==> src/rtl/rr_burst_arbiter.sv <==
// Round-robin burst arbiter: one requester owns the shared stream bus for a
// whole burst of req_len beats, then priority rotates to the next index.
module rr_burst_arbiter #(
    parameter int N_REQ  = 4,
    parameter int LEN_W  = 8,
    parameter int DATA_W = 16
) (
    input  logic                      clk,
    input  logic                      rst_n,
    input  logic [N_REQ-1:0]          i_req,
    input  logic [N_REQ*LEN_W-1:0]    i_req_len,
    input  logic [N_REQ-1:0]          i_in_valid,
    input  logic [N_REQ*DATA_W-1:0]   i_in_data,
    output logic [N_REQ-1:0]          o_in_ready,
    output logic                      o_out_valid,
    output logic [DATA_W-1:0]         o_out_data,
    output logic                      o_out_last,
    input  logic                      i_out_ready,
    output logic [N_REQ-1:0]          o_grant,
    output logic                      o_busy
);

    localparam int IDX_W = (N_REQ > 1) ? $clog2(N_REQ) : 1;

    typedef enum logic {IDLE, XFER} state_t;

    state_t              r_state;
    logic [N_REQ-1:0]    r_grant;
    logic [IDX_W-1:0]    r_owner;
    logic [IDX_W-1:0]    r_rr_ptr;
    logic [LEN_W-1:0]    r_beat_cnt;
    logic [LEN_W-1:0]    r_len_q;

    logic [LEN_W-1:0]    w_len  [N_REQ];
    logic [DATA_W-1:0]   w_data [N_REQ];
    logic                w_xfer;
    logic                w_sel_found;
    logic [IDX_W-1:0]    w_sel_idx;
    logic [IDX_W:0]      w_cand;
    logic                w_last;
    logic                w_hs;

    assign w_xfer = (r_state == XFER);

    genvar gi;
    generate
        for (gi = 0; gi < N_REQ; gi++) begin : g_slice
            assign w_len[gi]      = i_req_len[gi*LEN_W +: LEN_W];
            assign w_data[gi]     = i_in_data[gi*DATA_W +: DATA_W];
            assign o_in_ready[gi] = w_xfer && (r_owner == IDX_W'(gi)) && i_out_ready;
        end
    endgenerate

    // First set request at or above rr_ptr, wrapping around to index 0.
    always_comb begin
        w_sel_found = 1'b0;
        w_sel_idx   = r_rr_ptr;
        w_cand      = '0;
        for (int k = 0; k < N_REQ; k++) begin
            w_cand = {1'b0, r_rr_ptr} + (IDX_W+1)'(k);
            if (w_cand >= (IDX_W+1)'(N_REQ))
                w_cand = w_cand - (IDX_W+1)'(N_REQ);
            if (!w_sel_found && i_req[w_cand[IDX_W-1:0]]) begin
                w_sel_found = 1'b1;
                w_sel_idx   = w_cand[IDX_W-1:0];
            end
        end
    end

    assign w_last      = (r_beat_cnt == r_len_q - LEN_W'(1));
    assign o_out_valid = w_xfer && i_in_valid[r_owner];
    assign o_out_data  = o_out_valid ? w_data[r_owner] : '0;
    assign o_out_last  = w_xfer && w_last;
    assign w_hs        = o_out_valid && i_out_ready;
    assign o_grant     = r_grant;
    assign o_busy      = w_xfer;

    always_ff @(posedge clk or negedge rst_n) begin
        if (!rst_n) begin
            r_state    <= IDLE;
            r_grant    <= '0;
            r_owner    <= '0;
            r_rr_ptr   <= '0;
            r_beat_cnt <= '0;
            r_len_q    <= '0;
        end else begin
            case (r_state)
                IDLE: begin
                    if (w_sel_found) begin
                        r_state    <= XFER;
                        r_owner    <= w_sel_idx;
                        r_grant    <= N_REQ'(1) << w_sel_idx;
                        r_beat_cnt <= '0;
                        // A zero length still moves one beat.
                        r_len_q    <= (w_len[w_sel_idx] == '0) ? LEN_W'(1) : w_len[w_sel_idx];
                    end
                end
                XFER: begin
                    if (w_hs) begin
                        if (w_last) begin
                            r_state    <= IDLE;
                            r_grant    <= '0;
                            r_beat_cnt <= '0;
                            r_rr_ptr   <= (r_owner == IDX_W'(N_REQ-1)) ? '0 : r_owner + IDX_W'(1);
                        end else begin
                            r_beat_cnt <= r_beat_cnt + LEN_W'(1);
                        end
                    end
                end
                default: r_state <= IDLE;
            endcase
        end
    end

endmodule

==> config.mk <==
export PLATFORM = sky130hd
export DESIGN_NAME = rr_burst_arbiter
export DESIGN_NICKNAME = d
export VERILOG_FILES = /design/src/rtl/rr_burst_arbiter.sv
export SDC_FILE = /design/constraint.sdc
export NUM_CORES = 1
export LEC_CHECK = 0
export CORE_MARGIN = 2
export CORE_UTILIZATION = 35
export CTS_CLUSTER_SIZE = 20
export DETAILED_ROUTE_END_ITERATION = 7
export PLACE_DENSITY = 0.78
export RECOVER_POWER = 50
export SKIP_CTS_REPAIR_TIMING = 1
export SYNTH_ARGS = -nofsm -noshare
export SYNTH_HDL_FRONTEND = slang
export SYNTH_SLANG_ARGS = --single-unit
==> constraint.sdc <==
create_clock -name clk -period 2.3 [get_ports clk]
set_input_delay 0.46 -clock clk [delete_from_list [all_inputs] [get_ports clk]]
set_output_delay 0.46 -clock clk [all_outputs]
set_load 0.1 [all_outputs]
# Word-level counts from Yosys, hierarchy flattened
# Cells that the tools add are included.
[op_classes]
mux = 43
n_shift = 1
n_lt_le_gt_ge = 11
div = 0
add_sub_neg = 10
bitwise = 3
n_reduce_logical = 23
n_eq_ne = 7
mul = 0
[ops]
columns = ["op", "count"]
rows = [
  ["$mux W16", 3],
  ["$mux W8", 6],
  ["$bmux W16 S2", 1],
  ["$mux W2", 9],
  ["$bmux W8 S2", 1],
  ["$pmux W8 S2", 1],
  ["$ge A3 B3 Y1 const B", 5],
  ["$lt A2 B3 Y1 const B", 5],
  ["$logic_and A1 B1 Y1", 14],
  ["$mux W1", 12],
  ["$mux W4", 3],
  ["$bmux W1 S2", 5],
  ["$add A8 B1 Y8 const B", 1],
  ["$eq A8 B8 Y1", 1],
  ["$logic_not A8 Y1", 1],
  ["$pmux W4 S2", 1],
  ["$sub A2 B1 Y2 const B", 4],
  ["$sub A8 B1 Y8 const B", 1],
  ["$add A2 B2 Y3 const B", 2],
  ["$not A2 Y3", 2],
  ["$reduce_and A3 Y1", 2],
  ["$eq A2 B2 Y1 const B", 2],
  ["$ne A2 B1 Y1 const B", 2],
  ["$reduce_and A2 Y1", 2],
  ["other kinds (10)", 12],
]
[word_totals]
output_inout_bits = 27
in_bits = 107
reg_bits = 25
n_memories = 0
ramBits = 0
latch_bits = 0
romBits = 0

# Longest topological paths before layout
[depth]
depth_word = 20
mapped_depth = 9

# Least setup slack after synthesis
# OpenSTA, ideal clock, no wires.
[synth_path]
path_type = "register to output"
start = "register r_len_q[2]"
end = "output port o_out_last"
stages_incl_launch_ff = 6
path_slack_ns = -1.275
arrival_time_ns = 3.115
cell_sequence = "dfrtp_1 -> or3_4 -> or4b_4 -> a2111oi_4 -> o211ai_1 -> nor2_1"
[synth_via]
elab_chain_cells = 3
[synth_lines]
columns = ["element", "line", "source"]
rows = [
  ["from (decl)", "32", "logic [LEN_W-1:0] r_len_q;"],
  ["from (signal assigned)", "95", "r_len_q <= (w_len[w_sel_idx] == '0) ? LEN_W'(1) : w_len[w_sel_idx];"],
  ["$sub A8 B1 Y8", "70", "assign w_last = (r_beat_cnt == r_len_q - LEN_W'(1));"],
  ["$eq A8 B8 Y1", "70", ""],
  ["$logic_and A1 B1 Y1", "73", "assign o_out_last = w_xfer && w_last;"],
  ["to (decl)", "17", "output logic o_out_last,"],
]
# No other way between the ends.

# Worst setup path in the final report
[layout_path]
start = "register r_len_q[4]"
end = "output port o_out_last"
# The elaborated chain is that of the path after synthesis.

==> qor.csv <==
stage;metric;value;unit
outcome;status;complete, but fails checks;
outcome;failing checks;negative setup slack;
yosys;Post-synth EDFFs;0;
sta;Final Hold Fails;0;
pwr;peak supply drop;587;uV
placement;placed cells;464;
yosys;most numerous cell in the Yosys netlist;dfrtp_1;
sta;clk_skew;0.00662;ns
sta;FMAX;0.336;GHz
sta;setup slack after layout;-0.680;ns
yosys;Syn Std Cell Area;2300;sq um
sta;Worst Max-Slew Pin Slew;1.35;ns
placement;DP Area;4220;sq um
clock_network;cell chosen for the clock root;clkbuf_8;
drt;initial drt markers;184;
global_routing;vias in the first global route;2681;
sta;Final period util;130;%
clock_network;# H-tree levels;1;
clock_network;clk slew on worst S/H paths;0.09;ns
sta;Final min period;2.98;ns
clock_network;CTS tree;yes;
yosys;Warnings, synthesis;0;
die;num ports;134;
placement;Port Buffers;133;
drt;final wirelength;9.11;mm
worst_setup_path;Worst Setup Start Kind;flip-flop;
worst_setup_path;WS Path Type;reg2out;
finish;antenna cells;0;
finish;Final Util;72.5;%
drt;post-route antenna net violation count;0;
yosys;Seq/Total Area, Yosys;27.2;%
worst_setup_path;CP cell instances;or3_4 > or4b_4 > a2111oi_4 > o211ai_1 > nor2_4 > buf_12;
worst_setup_path;Req. time, crit path;1.84;ns
sta;fin. max-slew vios;0;
clock_network;CTS Sinks;25;
sta;RSZ-0062 raised after global routing;true;
drt;DRT Pass-1 Iters;4;
die;die area;7240;sq um
yosys;synthesized flop and latch total;25;
worst_setup_path;Worst Path Max Fanout;2;
yosys;async set-reset flop share out of synthesis;100;%
clock_network;Bufs on Longest Clock Path;2;
hold_path;worst min path class;reg2reg;
worst_setup_path;Critical-path top delay cell;or4b_4;
finish;design area;4610;sq um
die;row count;29;
worst_setup_path;Critical Path AT;2.52;ns
clock_network;Worst-Skew Late Latency;0.28;ns
finish;Area growth syn-to-layout;100;%
finish;Filler cells;417;
pwr;Tot Pwr;4.45;mW
global_routing;largest net degree at the start of global routing;28;
finish;register area;628;sq um
yosys;leading post-synthesis cells by cell area;dfrtp_1 (27%), mux4_2 (17%), mux2i_1 (7.8%);
die;Die Span Y;85.1;um
placement;HPWL after DPL;6.35;mm
finish;layout cells sized above 1;37.2;%
global_routing;Tot GR Track Use;21.3;%
yosys;Primary FF master, synth;dfrtp_1;
drt;number of remaining DRC errors;0;
yosys;Post-synth top cells;dfrtp_1 (25), and3_1 (23), nand2_1 (19), mux2i_1 (18);
global_routing;initial antenna violation count;0;
die;die width;85.1;um
worst_setup_path;CP endpoint kind;output port;
sta;final setup violation count;29;
placement;pre-CTS setup slack;-0.390;ns
placement;global placement routability congestion;0.844;
yosys;Synth area leader;dfrtp_1;
worst_setup_path;Slowest Stage Delay on Critical Path;0.51;ns
global_routing;final global-route overflow total;0;
run;Max Cap Viol;0;
yosys;Syn Inst Count;231;
clock_network;CTS Buf Count;3;
yosys;post-synth net total;344;
drt;Vias;2719;
finish;Non-Filler Instances;478;
pwr;Leakage Power;2.03;nW
die;Starting Density;36.2;%
yosys;syn_area_per_cell;9.96;sq um
finish;multi-input logic area;1850;sq um
global_routing;first-pass GRT wire length;12.6;mm
pwr;pwr/cell area;966;nW/um^2
drt;Wirelength per Cell;19.1;um
yosys;number of distinct library cells after synthesis;49;
yosys;top-area cell type share of the netlist area;27.2;%
sta;Slew HR;10.3;%
finish;count of nets after finishing;515;
die;core box area;6350;sq um
drt;Via density;5.69;
==> where the power goes <==
part           total (mW)  switching, mW  leakage, nW  internal, mW
sequential          0.724          0.149        0.293         0.575
clock               0.278          0.151       0.0261         0.127
combinational        3.45           1.86         1.71          1.58
==> layer usage <==
layer  part of all wire [%]  routed length, um  up-vias  GRT usage, %
met2                     55               5000      106          39.6
met5                      0                  0        -             0
met4                    2.7                244        0          4.76
li1                       -                  -     1234             -
met3                    4.8                435       18          3.89
met1                     38               3420     1361          25.3
==> sequential cells by signal (all words and copies together) (netlist names) <==
register    cells
r_rr_ptr        2
r_owner         2
r_len_q         8
o_grant         4
o_busy          1
r_beat_cnt      8
==> worst paths after layout <==
| kind | cells after the start | startpoint | slack, ns | end |
|---|---|---|---|---|
| worst max-delay path | 6 | r_len_q[4] | -0.68 | o_out_last |
| worst min-delay path | 1 | o_grant[1] | 0.53 | o_grant[1] |
| worst max register to register | 7 | r_len_q[4] | -0.26 | r_rr_ptr[1] |
| worst min register to register | 1 | o_grant[1] | 0.53 | o_grant[1] |
| max in group asynchronous | 2 | rst_n | 0.41 | o_busy |
| min in group asynchronous | 2 | rst_n | 1.01 | r_rr_ptr[0] |
==> worst max-delay path, delay by kind of cell (launching register included) <==
family,cells,cell delay (ns)
simple gates,3,1.05
flops,1,0.40
compound gates,2,0.62
buf+inv,1,0.18
==> kinds of logic (layout without fill, tap and decap cells) <==
family / Yosys count / in the layout / synth area share, %
adders and majority gates: 6 / 6 / 3.26
xor gates and xnor gates: 8 / 8 / 3.05
buffers and inverters: 22 / 189 / 3.70
muxes: 43 / 46 / 28.5
and+or+nand+nor: 83 / 83 / 20.2
DFF: 25 / 25 / 27.2
AOI/OAI and AO/OA: 44 / 44 / 14.0
==> placed cells by master (no fill, tap or decap), types with 5 or more instances in the layout <==
cell type and count:
buf_12 26, nor2_1 8, xnor2_1 7, ha_1 6
o21ai_0 12, buf_4 37, mux2_2 7, dfrtp_1 23
mux2i_1 18, inv_1 9, nand2_1 17, and3_4 16
nor2b_1 5, clkdlybuf4s50_1 101, mux4_2 20
==> final cells by class <==
class                           count  area share (%)
Inverter                           10           0.896
Multi-Input combinational cell    187            40.1
Clock buffer                        3           0.896
Tap cell                           77            2.09
Clock inverter                      1           0.190
Sequential cell                    25            13.6
Timing Repair Buffer              175            42.2
==> through the flow <==
| stage | hold WS (ns) | TNS [ns] |
|---|---|---|
| floorplan | 0.164 | -0.538 |
| global placement | 0.483 | -4.22 |
| detailed placement | 0.497 | -5.60 |
| CTS | 0.532 | -4.74 |
| global route | 0.555 | -6.38 |
| finish | 0.526 | -4.63 |
No activity file was read; power rests on OpenSTA's default activity.
